$ cat src/rtl/fp_mul_round_stage.sv
// fp_mul_round_stage
//
// Final stage of the single-precision floating-point multiplier. It takes the
// raw 48-bit significand product, the biased exponent sum and the result sign.
// It normalises the product and rounds it to nearest-even. It then resolves the
// IEEE-754 special cases (NaN, infinity, zero) and exponent overflow/underflow.
// The stage is a two-entry elastic pipeline, and both sides use valid/ready
// handshakes.
//
// Ports
//   clk, rst_n                 clock (rising edge), asynchronous active-low reset
//   in_valid / in_ready        upstream handshake
//   in_sign                    result sign
//   in_exp   [EXP_W-1:0]       signed exponent sum ex+ey-127
//   in_prod  [47:0]            unsigned {1.mx}*{1.my} product
//   in_zero, in_inf, in_nan    operand special-class indications
//   out_valid / out_ready      downstream handshake
//   out_result [31:0]          IEEE-754 single-precision result
//   out_flags  [3:0]           {invalid, overflow, underflow, inexact}
//
// Subnormal results are always flushed to signed zero. FLUSH_SUBNORMAL = 1 is
// the only supported setting.

module fp_mul_round_stage #(
   parameter int EXP_W           = 10,
   parameter bit FLUSH_SUBNORMAL = 1'b1
) (
   input  logic             clk,
   input  logic             rst_n,
   input  logic             in_valid,
   output logic             in_ready,
   input  logic             in_sign,
   input  logic [EXP_W-1:0] in_exp,
   input  logic [47:0]      in_prod,
   input  logic             in_zero,
   input  logic             in_inf,
   input  logic             in_nan,
   output logic             out_valid,
   input  logic             out_ready,
   output logic [31:0]      out_result,
   output logic [3:0]       out_flags
);

   // The exponent gets one extra bit. The +1 from normalisation and the +1
   // from a rounding carry therefore cannot wrap into the sign.
   localparam int E_W = EXP_W + 1;

   localparam logic signed [E_W-1:0] EXP_MAX  = E_W'(255);
   localparam logic signed [E_W-1:0] EXP_ZERO = '0;
   localparam logic [31:0]           QNAN     = 32'h7FC0_0000;

   // Stage 1: normalised significand and special class
   logic                  s1_valid_q,  s1_valid_d;
   logic                  s1_sign_q,   s1_sign_d;
   logic [22:0]           s1_mant_q,   s1_mant_d;
   logic                  s1_guard_q,  s1_guard_d;
   logic                  s1_sticky_q, s1_sticky_d;
   logic signed [E_W-1:0] s1_exp_q,    s1_exp_d;
   logic                  s1_zero_q,   s1_zero_d;
   logic                  s1_inf_q,    s1_inf_d;
   logic                  s1_nan_q,    s1_nan_d;
   logic                  s1_tiny_q,   s1_tiny_d;

   // Stage 2: packed result and flags
   logic                  s2_valid_q,  s2_valid_d;
   logic [31:0]           s2_result_q, s2_result_d;
   logic [3:0]            s2_flags_q,  s2_flags_d;

   logic                  in_fire;
   logic                  s1_adv;
   logic [46:0]           norm;

   logic                  round_up;
   logic [23:0]           mant_sum;
   logic signed [E_W-1:0] exp_r;
   logic [31:0]           res_c;
   logic [3:0]            flags_c;

   // Stage 1 may take a new entry in three cases: it is empty, it can drain
   // into an empty stage 2, or the whole pipe shifts because the output is
   // being consumed.
   assign in_ready = !s1_valid_q || !s2_valid_q || out_ready;
   assign in_fire  = in_valid && in_ready;
   assign s1_adv   = s1_valid_q && (!s2_valid_q || out_ready);

   assign norm = in_prod[47] ? in_prod[46:0] : {in_prod[45:0], 1'b0};

   // ---------------- Stage 1 next state ----------------
   always_comb begin
      // NOTE: each _d starts at its held value. This gives every path an
      // assignment, so the block is purely combinational and infers no latch.
      s1_valid_d  = in_fire || (s1_valid_q && !s1_adv);
      s1_sign_d   = s1_sign_q;
      s1_mant_d   = s1_mant_q;
      s1_guard_d  = s1_guard_q;
      s1_sticky_d = s1_sticky_q;
      s1_exp_d    = s1_exp_q;
      s1_zero_d   = s1_zero_q;
      s1_inf_d    = s1_inf_q;
      s1_nan_d    = s1_nan_q;
      s1_tiny_d   = s1_tiny_q;
      if (in_fire) begin
         s1_sign_d   = in_sign;
         s1_mant_d   = norm[46:24];
         s1_guard_d  = norm[23];
         s1_sticky_d = |norm[22:0];
         s1_exp_d    = {in_exp[EXP_W-1], in_exp} + {{EXP_W{1'b0}}, in_prod[47]};
         s1_zero_d   = in_zero;
         s1_inf_d    = in_inf;
         s1_nan_d    = in_nan;
         // No leading one in the top two bits means the operands did not
         // describe a normal product. Such a product cannot be normalised
         // by one shift.
         s1_tiny_d   = (in_prod[47:46] == 2'b00);
      end
   end

   // ---------------- Stage 2 round / pack ----------------
   always_comb begin
      round_up = s1_guard_q && (s1_sticky_q || s1_mant_q[0]);
      mant_sum = {1'b0, s1_mant_q} + {23'b0, round_up};
      // A carry out of an all-ones mantissa leaves mant_sum[22:0] = 0. The
      // exponent then goes up by one.
      exp_r    = s1_exp_q + {{(E_W-1){1'b0}}, mant_sum[23]};

      res_c   = {s1_sign_q, exp_r[7:0], mant_sum[22:0]};
      flags_c = {3'b000, s1_guard_q || s1_sticky_q};

      if (s1_nan_q || (s1_inf_q && s1_zero_q)) begin
         res_c   = QNAN;
         flags_c = {s1_inf_q && s1_zero_q && !s1_nan_q, 3'b000};
      end else if (s1_inf_q) begin
         res_c   = {s1_sign_q, 8'hFF, 23'h0};
         flags_c = 4'b0000;
      end else if (s1_zero_q) begin
         res_c   = {s1_sign_q, 31'h0};
         flags_c = 4'b0000;
      end else if (s1_tiny_q) begin
         res_c   = {s1_sign_q, 31'h0};
         flags_c = 4'b0011;
      end else if (exp_r >= EXP_MAX) begin
         res_c   = {s1_sign_q, 8'hFF, 23'h0};
         flags_c = 4'b0101;
      end else if (FLUSH_SUBNORMAL && (exp_r <= EXP_ZERO)) begin
         res_c   = {s1_sign_q, 31'h0};
         flags_c = 4'b0011;
      end
   end

   always_comb begin
      s2_valid_d  = s1_adv || (s2_valid_q && !out_ready);
      s2_result_d = s2_result_q;
      s2_flags_d  = s2_flags_q;
      if (s1_adv) begin
         s2_result_d = res_c;
         s2_flags_d  = flags_c;
      end
   end

   // ---------------- State registers ----------------
   // NOTE: the datapath flops are reset along with the valids. The result
   // port therefore reads 0 after reset instead of stale data.
   always_ff @(posedge clk or negedge rst_n) begin
      if (!rst_n) begin
         s1_valid_q  <= 1'b0;
         s1_sign_q   <= 1'b0;
         s1_mant_q   <= '0;
         s1_guard_q  <= 1'b0;
         s1_sticky_q <= 1'b0;
         s1_exp_q    <= '0;
         s1_zero_q   <= 1'b0;
         s1_inf_q    <= 1'b0;
         s1_nan_q    <= 1'b0;
         s1_tiny_q   <= 1'b0;
         s2_valid_q  <= 1'b0;
         s2_result_q <= '0;
         s2_flags_q  <= '0;
      end else begin
         // NOTE: non-blocking assignments make every flop sample the old
         // value of the others. Stage 2 can then take stage 1's contents in
         // the same edge that stage 1 reloads.
         s1_valid_q  <= s1_valid_d;
         s1_sign_q   <= s1_sign_d;
         s1_mant_q   <= s1_mant_d;
         s1_guard_q  <= s1_guard_d;
         s1_sticky_q <= s1_sticky_d;
         s1_exp_q    <= s1_exp_d;
         s1_zero_q   <= s1_zero_d;
         s1_inf_q    <= s1_inf_d;
         s1_nan_q    <= s1_nan_d;
         s1_tiny_q   <= s1_tiny_d;
         s2_valid_q  <= s2_valid_d;
         s2_result_q <= s2_result_d;
         s2_flags_q  <= s2_flags_d;
      end
   end

   assign out_valid  = s2_valid_q;
   assign out_result = s2_result_q;
   assign out_flags  = s2_flags_q;

endmodule

$ cat config.mk
export PLATFORM = sky130hd
export DESIGN_NAME = fp_mul_round_stage
export DESIGN_NICKNAME = d
export VERILOG_FILES = /design/src/rtl/fp_mul_round_stage.sv
export SDC_FILE = /design/constraint.sdc
export NUM_CORES = 1
export LEC_CHECK = 0
export BUFFER_PORTS_ARGS = -buffer_cell sky130_fd_sc_hd__buf_2
export CAP_MARGIN = 30
export CELL_PAD_IN_SITES_DETAIL_PLACEMENT = 1
export CELL_PAD_IN_SITES_GLOBAL_PLACEMENT = 2
export CORE_UTILIZATION = 36
export CTS_BUF_LIST = sky130_fd_sc_hd__clkbuf_2
export DETAILED_ROUTE_END_ITERATION = 7
export PLACE_DENSITY = 0.95
export SETUP_SLACK_MARGIN = 0.4
export SYNTH_ARGS = -nofsm -noshare
export SYNTH_HDL_FRONTEND = slang
export SYNTH_SLANG_ARGS = --single-unit
$ cat constraint.sdc
create_clock -name clk -period 8.6 [get_ports clk]
set_input_delay 1.72 -clock clk [delete_from_list [all_inputs] [get_ports clk]]
set_output_delay 1.72 -clock clk [all_outputs]
set_load 0.1 [all_outputs]
# Word-level counts from Yosys, hierarchy flattened
# Cells that the tools add are included.
dict set report word_totals {
  ff_bits 79
  inputBits 66
  output_inout_bits 38
  word_cells 53
}
dict set report classes {
  add_sub_neg 3
  n_lt_le_gt_ge 2
  mux 13
  reduce_logical 22
}
# operator count
set ops {}
lappend ops {{two-way mux 31 bit} 5}
lappend ops {{two-way mux 47 bit} 1}
lappend ops {{two-way mux 32 bit} 1}
lappend ops {{adder 23 x 1 -> 24 bit} 1}
lappend ops {{OR reduction 23 bit} 1}
lappend ops {{two-way mux 3 bit} 4}
lappend ops {{adder 10 x 2 -> 11 bit} 1}
lappend ops {{adder 11 x 1 -> 11 bit} 1}
lappend ops {{>= comparator 11 x 9 -> 1 bit, second input constant} 1}
lappend ops {{<= comparator 11 x 1 -> 1 bit, second input constant} 1}
lappend ops {{logical OR 1 bit} 8}
lappend ops {{logical AND 1 bit} 7}
lappend ops {{zero test 1 bit} 5}
lappend ops {{two-way mux 4 bit} 1}
lappend ops {{zero test 2 bit} 1}
lappend ops {{two-way mux 2 bit} 1}

# Longest topological paths before layout
# Gate-level depths: netlist (run 1).
dict set report depth {
  word_depth 11
  ltp_mapped 14
  mapped_depth_nobuf 13
}

# Worst setup path before layout (run 1)
# OpenSTA, ideal clock, no wires.
dict set report synth_path {
  path_type {input -> output}
  start {in out_ready}
  end {out in_ready}
  path_slack_ns 4.417
  required_ns 6.880
  t_arrival_ns 2.463
  path_buffers 0
  stages 2
  cell_sequence {nor2b_1 nand2_1}
}
dict set report synth_via {
  elab_chain_len 1
}
# item line_no
set synth_lines {}
lappend synth_lines {{from (decl)} 39} ;# input logic out_ready,
lappend synth_lines {{logical OR 1 bit} 82} ;# assign in_ready = !s1_valid_q || !s2_valid_q || out_ready;
lappend synth_lines {{to (decl)} 31} ;# output logic in_ready,
# No other way between the ends.

# Worst setup path in the final report (run 1)
# Ends and elaborated chain as after synthesis.

==> results of run 1 <==
state kept, by name, indices dropped and copies added (netlist names):
signal       count
s1_sticky_q      1
s1_zero_q        1
s1_mant_q       23
s1_valid_q       1
s1_sign_q        1
out_result      32
out_valid        1
s1_nan_q         1
s1_tiny_q        1
s1_inf_q         1
s1_exp_q        11
out_flags        4
s1_guard_q       1
cell families after synthesis:
| kind of cell | Yosys count | synth area share (%) |
|---|---|---|
| simple gates | 175 | 19.8 |
| compound gates | 90 | 14.4 |
| flops | 79 | 45.9 |
| xor+xnor | 38 | 7.72 |
| buf+inv | 31 | 3.40 |
| mux | 30 | 7.14 |
| fa+ha+maj | 6 | 1.74 |
Yosys cell counts (6+ instances only):
cell / instances
nand2_1: 81
dfrtp_1: 79
o21ai_0: 40
mux2i_1: 24
nor2_1: 24
o31ai_1: 24
xnor2_1: 21
xor2_1: 17
clkbuf_1: 15
nand3_1: 13
nand4_1: 11
inv_1: 9
nor4_1: 9
a221oi_1: 7
nor3_1: 7
ha_1: 6
mux2_2: 6
layer usage:
layer | track usage, % | vias to the layer above | wire, um
met5 | 0 | - | 0
met4 | 5.86 | 0 | 153
met3 | 3.92 | 10 | 519
met2 | 30.3 | 78 | 5160
met1 | 26.7 | 1755 | 5570
li1 | - | 1789 | -
cell type report:
class | instances | area share, %
sequential | 79 | 39.2
clock inverter | 7 | 1.27
clock buffer | 9 | 0.893
inverter | 9 | 0.670
multi-input combinational | 339 | 43.4
tap | 143 | 3.55
timing repair buffer | 105 | 11.0
tightest hold or removal path: stages, from the launching register on:
cell and delay (ps):
dfrtp_1 390, nand2_1 50, nand2_1 50
per-stage QoR:
stage	power (mW)	instances	cell area, um^2	setup WS (ps)	hold slack, ps
finish	0.996	691	5040	4450	499
global route	1.05	691	5040	4370	549
CTS	1.00	690	5010	4440	503
detailed placement	0.805	674	4910	3990	459
global placement	0.792	674	4910	4330	448
floorplan	0.717	449	4310	4420	450
power by group through the flow:
stage               registers [mW]  clock network (mW)  logic, mW
finish                       0.469               0.199      0.328
global route                 0.478               0.216      0.352
CTS                          0.469               0.205      0.329
detailed placement           0.477                   0      0.328
global placement             0.473                   0      0.319
floorplan                    0.588                   0      0.128
final timing paths:
| check | end | slack (ps) | start | depth (start not counted) |
|---|---|---|---|---|
| min reg2reg | out_result[31] | 500 | out_result[31] | 2 |
| min | out_result[31] | 500 | out_result[31] | 2 |
| min in group asynchronous | out_result[27] | 1020 | rst_n | 1 |
| max in group asynchronous | s1_zero_q | 6990 | rst_n | 2 |
| max reg2reg | out_result[16] | 4690 | s1_guard_q | 13 |
| max | in_ready | 4450 | out_ready | 4 |
==> flow_summary.json, run 1 <==
{
  "hold_viol": 0,
  "syn-num-nets": 521,
  "antenna_cells_inserted": 0,
  "p_seq_share_pct": 47.1,
  "yosys-top-cells-area": "dfrtp_1 (46%), nand2_1 (7.1%), mux2i_1 (5.6%), o21ai_0 (4.6%), xnor2_1 (4.3%)",
  "antenna_found_initial": 0,
  "nNetsFinal": 615,
  "grt_max_degree": 80,
  "core-area_um2": 11600,
  "synthArstFlopShare_pct": 100,
  "cp.arrival_ps": 2430,
  "ys_seq_area_share_pct": 45.9,
  "seqCellArea_um2": 1980,
  "ant_nets": 0,
  "synthFlopType": "dfrtp_1",
  "row_count": 39,
  "post-dp-hpwl_um": 8850,
  "syn_to_final_growth_pct": 16.9,
  "drc": 12,
  "dieWidth_um": 111,
  "synth_area_um2": 4310,
  "cp_slowest_cell": "buf_2",
  "final_cell_mix": "buf_2 (102), nand2_1 (80), dfrtp_1 (79)",
  "switching_share_pct": 43.1,
  "drive_gt1_share_pct": 26.5,
  "path_class": "input port to output pin",
  "cpMostUsedCell": "buf_2",
  "post_cts_buffers": 0,
  "setup_viol": 0,
  "final_common_cell": "buf_2",
  "comb_power_share_pct": 32.9,
  "overflow": 0,
  "status": "finished, violations left",
  "ys_seq_elements": 79,
  "drtIter0Drc": 186,
  "max_freq_ghz": 0.241,
  "startpoint_type": "input port",
  "fillCellCount": 1370,
  "synth_edf_count": 0,
  "power.leakage_nw": 2.26,
  "internal-power_mw": 0.567,
  "clock_path_buffers": 2,
  "synth_top_area_share_pct": 45.9,
  "grt_pass1_wl_um": 19100,
  "netlist_instances": 449,
  "slowest_delay_ps": 310,
  "fin_crit_sh_pct": 48.3,
  "cts.sink_count": 79,
  "dieArea_um2": 12400,
  "root_buffer": "clkbuf_2",
  "synth_area_per_cell_um2": 9.60,
  "rsz0062_at_grt": "no",
  "crit_chain": "buf_2, nor2b_1, nand2_1, buf_2",
  "yosysUniqueCellTypes": 53,
  "viasPerCell": 5.26,
  "vias": 3632,
  "htreeDepth": 3,
  "wl_per_cell_um": 16.5,
  "powerDensity_nw_per_um2": 198,
  "timing.slew.headroom_pct": 31.4,
  "cts_resized": 0,
  "synth_top_area_cell": "dfrtp_1",
  "routed_wirelength_um": 11400,
  "yosysWarnings": 0,
  "io_pins": 104,
  "fin_tns_setup_ps": 0,
  "track_usage_pct": 19.3,
  "cpLargestDelayFamily": "buffers and inverters",
  "p_switching_mw": 0.429,
  "start_util_pct": 37.3,
  "maxCapViolations": 0,
  "finish.utilization_pct": 43.6,
  "critPathBufInv": 2,
  "vdd_drop_max_mv": 0.0779,
  "fin_crit_ps": 4150,
  "drt_pass1_iterations": 6,
  "worstMarginPinSlew_ps": 1030,
  "cts_tree": "done",
  "violations": "design-rule violations",
  "min_path_type": "flop to flop",
  "clock_latency_ps": 540,
  "grt_pass1_vias": 3885,
  "port_buffers": 103,
  "gp_congestion": 0.807,
  "clkTransAtPathRegs_ps": 210,
  "holdBufCountCts": 0,
  "crit_path_end_kind": "output pin",
  "cts_buffers": 9,
  "slew_violations": 0,
  "critPathMaxFanout": 3,
  "die_h_um": 111,
  "critPathRequiredTime_ps": 6880,
  "multiInputGateArea_um2": 2190,
  "fin_worst_skew_ps": 33.1,
  "p_clk_share_pct": 20.0
}
(Power assumes the default switching activity.)
==> inputs of run 2 (changes only) <==
--- a/config.mk
+++ b/config.mk
@@ -9,10 +9,10 @@
 export CAP_MARGIN = 30
 export CELL_PAD_IN_SITES_DETAIL_PLACEMENT = 1
 export CELL_PAD_IN_SITES_GLOBAL_PLACEMENT = 2
-export CORE_UTILIZATION = 36
+export CORE_UTILIZATION = 30
 export CTS_BUF_LIST = sky130_fd_sc_hd__clkbuf_2
 export DETAILED_ROUTE_END_ITERATION = 7
-export PLACE_DENSITY = 0.95
+export PLACE_DENSITY = 0.88
 export SETUP_SLACK_MARGIN = 0.4
 export SYNTH_ARGS = -nofsm -noshare
 export SYNTH_HDL_FRONTEND = slang
==> constraint.sdc (replaced) <==
create_clock -name clk -period 3.7 [get_ports clk]
set_input_delay 0.74 -clock clk [delete_from_list [all_inputs] [get_ports clk]]
set_output_delay 0.74 -clock clk [all_outputs]
set_load 0.1 [all_outputs]
==> run 2 against run 1 <==
Net effect:
- the flow now finishes without violations
- power is 140% higher
- final cell count grew 7.2%
- die area increased by 20%
- count of clock-buffer cells in the layout did not move
- design area increased by 5.3%
- via count is 2.7% higher
- first-iteration DRC count is 22% lower
- clock skew shrank 5.4 ps
- wire length is 3.4% higher
- sequential cell count stayed put
- non-clock buffer count up 12
- critical path depth increased by 9
==> flow_summary.json, run 2 (synthesis gave the netlist of run 1 again) <==
{
  "maxCapViolations": 0,
  "ant_nets": 0,
  "timing.slew.headroom_pct": 53.9,
  "startpoint_type": "flop",
  "track_usage_pct": 16.5,
  "antenna_found_initial": 1,
  "fin_tns_setup_ps": 0,
  "gp_congestion": 0.803,
  "crit_chain": "o21a_1, ha_4, nand4_1, nor2_2, nand3_2, nor3_2, ha_2, ha_4, and4_4, a31oi_4, or3_4, or4_4, o32ai_2",
  "max_freq_ghz": 0.310,
  "clock_latency_ps": 560,
  "worstMarginPinSlew_ps": 690,
  "post-dp-hpwl_um": 9140,
  "largest_reg_flops": 32,
  "overflow": 0,
  "nNetsFinal": 627,
  "final_common_cell": "buf_2",
  "path_class": "flop to flop",
  "fin_worst_skew_ps": 27.7,
  "cpLargestDelayFamily": "simple AND/OR/NAND/NOR gates",
  "final_cell_mix": "buf_2 (102), nand2_1 (80), dfrtp_1 (78)",
  "htreeDepth": 3,
  "rsz0062_at_grt": "yes",
  "slew_violations": 0,
  "io_pins": 104,
  "status": "finished clean",
  "port_buffers": 103,
  "slowest_delay_ps": 490,
  "power.leakage_nw": 2.33,
  "grt_pass1_wl_um": 19200,
  "crit_path_end_kind": "flop",
  "critPathBufInv": 0,
  "fin_cells": 741,
  "root_buffer": "clkbuf_2",
  "grt_max_degree": 80,
  "wl_per_cell_um": 15.9,
  "drive_gt1_share_pct": 30.7,
  "critPathRequiredTime_ps": 4190,
  "cts.sink_count": 79,
  "drc": 0,
  "critPathMaxFanout": 4,
  "viasPerCell": 5.03,
  "drt_pass1_iterations": 4,
  "cts_tree": "done",
  "rrSetupSlack_ps": 470,
  "dieWidth_um": 122,
  "worstReg2RegStart": "s1_mant_q[0]",
  "hold_viol": 0,
  "hold_ws_ps": 101,
  "min_path_type": "input port to asynchronous set/reset pin",
  "cp.arrival_ps": 3710,
  "clock_path_buffers": 2,
  "cts_buffers": 9,
  "setup_viol": 0,
  "r2r_end": "out_result[22]",
  "fin_crit_ps": 3230,
  "drtIter0Drc": 145,
  "vias": 3729,
  "cpMostUsedCell": "ha_4",
  "placed_cells": 717,
  "routed_wirelength_um": 11800,
  "finish.utilization_pct": 38.1,
  "clkTransAtPathRegs_ps": 230,
  "die_h_um": 122,
  "start_util_pct": 30.9,
  "dieArea_um2": 14900,
  "grt_pass1_vias": 3883,
  "fin_crit_sh_pct": 87.2,
  "ff2ff_path_depth": 13,
  "holdBufCountCts": 0,
  "row_count": 43,
  "vdd_drop_max_mv": 0.172,
  "core-area_um2": 13900,
  "cp_slowest_cell": "or4_4",
  "syn_to_final_growth_pct": 23.1,
  "fillCellCount": 1644,
  "powerDensity_nw_per_um2": 458
}
[run 2: cell count changes in the layout (fill, tap and decap cells not counted), sizes merged]
cell | previous run | this run
clkinv | 4 | 3
diode | 0 | 1
bufinv | 1 | 2
buf | 105 | 117
[run 2: report_power, final]
group	leakage, nW	total, mW	switching [mW]	internal, mW
clock	0.0781	0.538	0.314	0.224
sequential	0.984	1.10	0.130	0.970
combinational	1.27	0.796	0.576	0.219
total	2.33	2.43	1.02	1.41
[run 2: area by class of cell]
class / count / area, um^2 / share of cell area [%]
Antenna cell: 1 / 2.50 / 0.0471
Clock buffer: 9 / 45.0 / 0.848
Clock inverter: 7 / 97.6 / 1.84
Inverter: 9 / 33.8 / 0.636
Multi-Input combinational cell: 339 / 2290 / 43.1
Sequential cell: 79 / 1980 / 37.3
Tap cell: 180 / 225 / 4.24
Timing Repair Buffer: 117 / 639 / 12.0
[run 2: worst max-delay path by stage]
stage,to,cells past startpoint,slack [ps],from
after detailed placement,out_result[22],13,200,s1_sticky_q
after CTS,out_result[24],12,440,s1_mant_q[0]
after floorplan,out_result[22],13,600,s1_sticky_q
final,out_result[22],13,470,s1_mant_q[0]
after global routing,out_result[22],13,340,s1_mant_q[0]
after global placement,out_result[22],13,390,s1_sticky_q
[run 2: what timing repair did]
action | 4_1_cts | 5_1_grt
pin swaps | 1 | 6
cloned | 0 | 0
buffers inserted | 3 | 3
endpoints found under the setup margin | 30 | 20
resized for setup | 7 | 12
[run 2: stage by stage]
step / power (mW) / area (um^2) / setup slack (ps)
after detailed placement: 1.88 / 5000 / 202
after floorplan: 1.67 / 4310 / 595
after CTS: 2.43 / 5190 / 435
after global routing: 2.55 / 5310 / 341
after global placement: 1.86 / 5000 / 386
final: 2.43 / 5310 / 473
[run 2: layer usage]
layer  share of wire (%)  global-route usage, %  routed length [um]  vias to the layer above
li1                    -                      -                   -                     1818
met1                  46                   21.5                5460                     1806
met2                  47                   27.2                5580                       90
met3                 4.8                   3.65                 568                       15
met4                 1.5                   5.56                 177                        0
met5                   0                      0                   0                        -
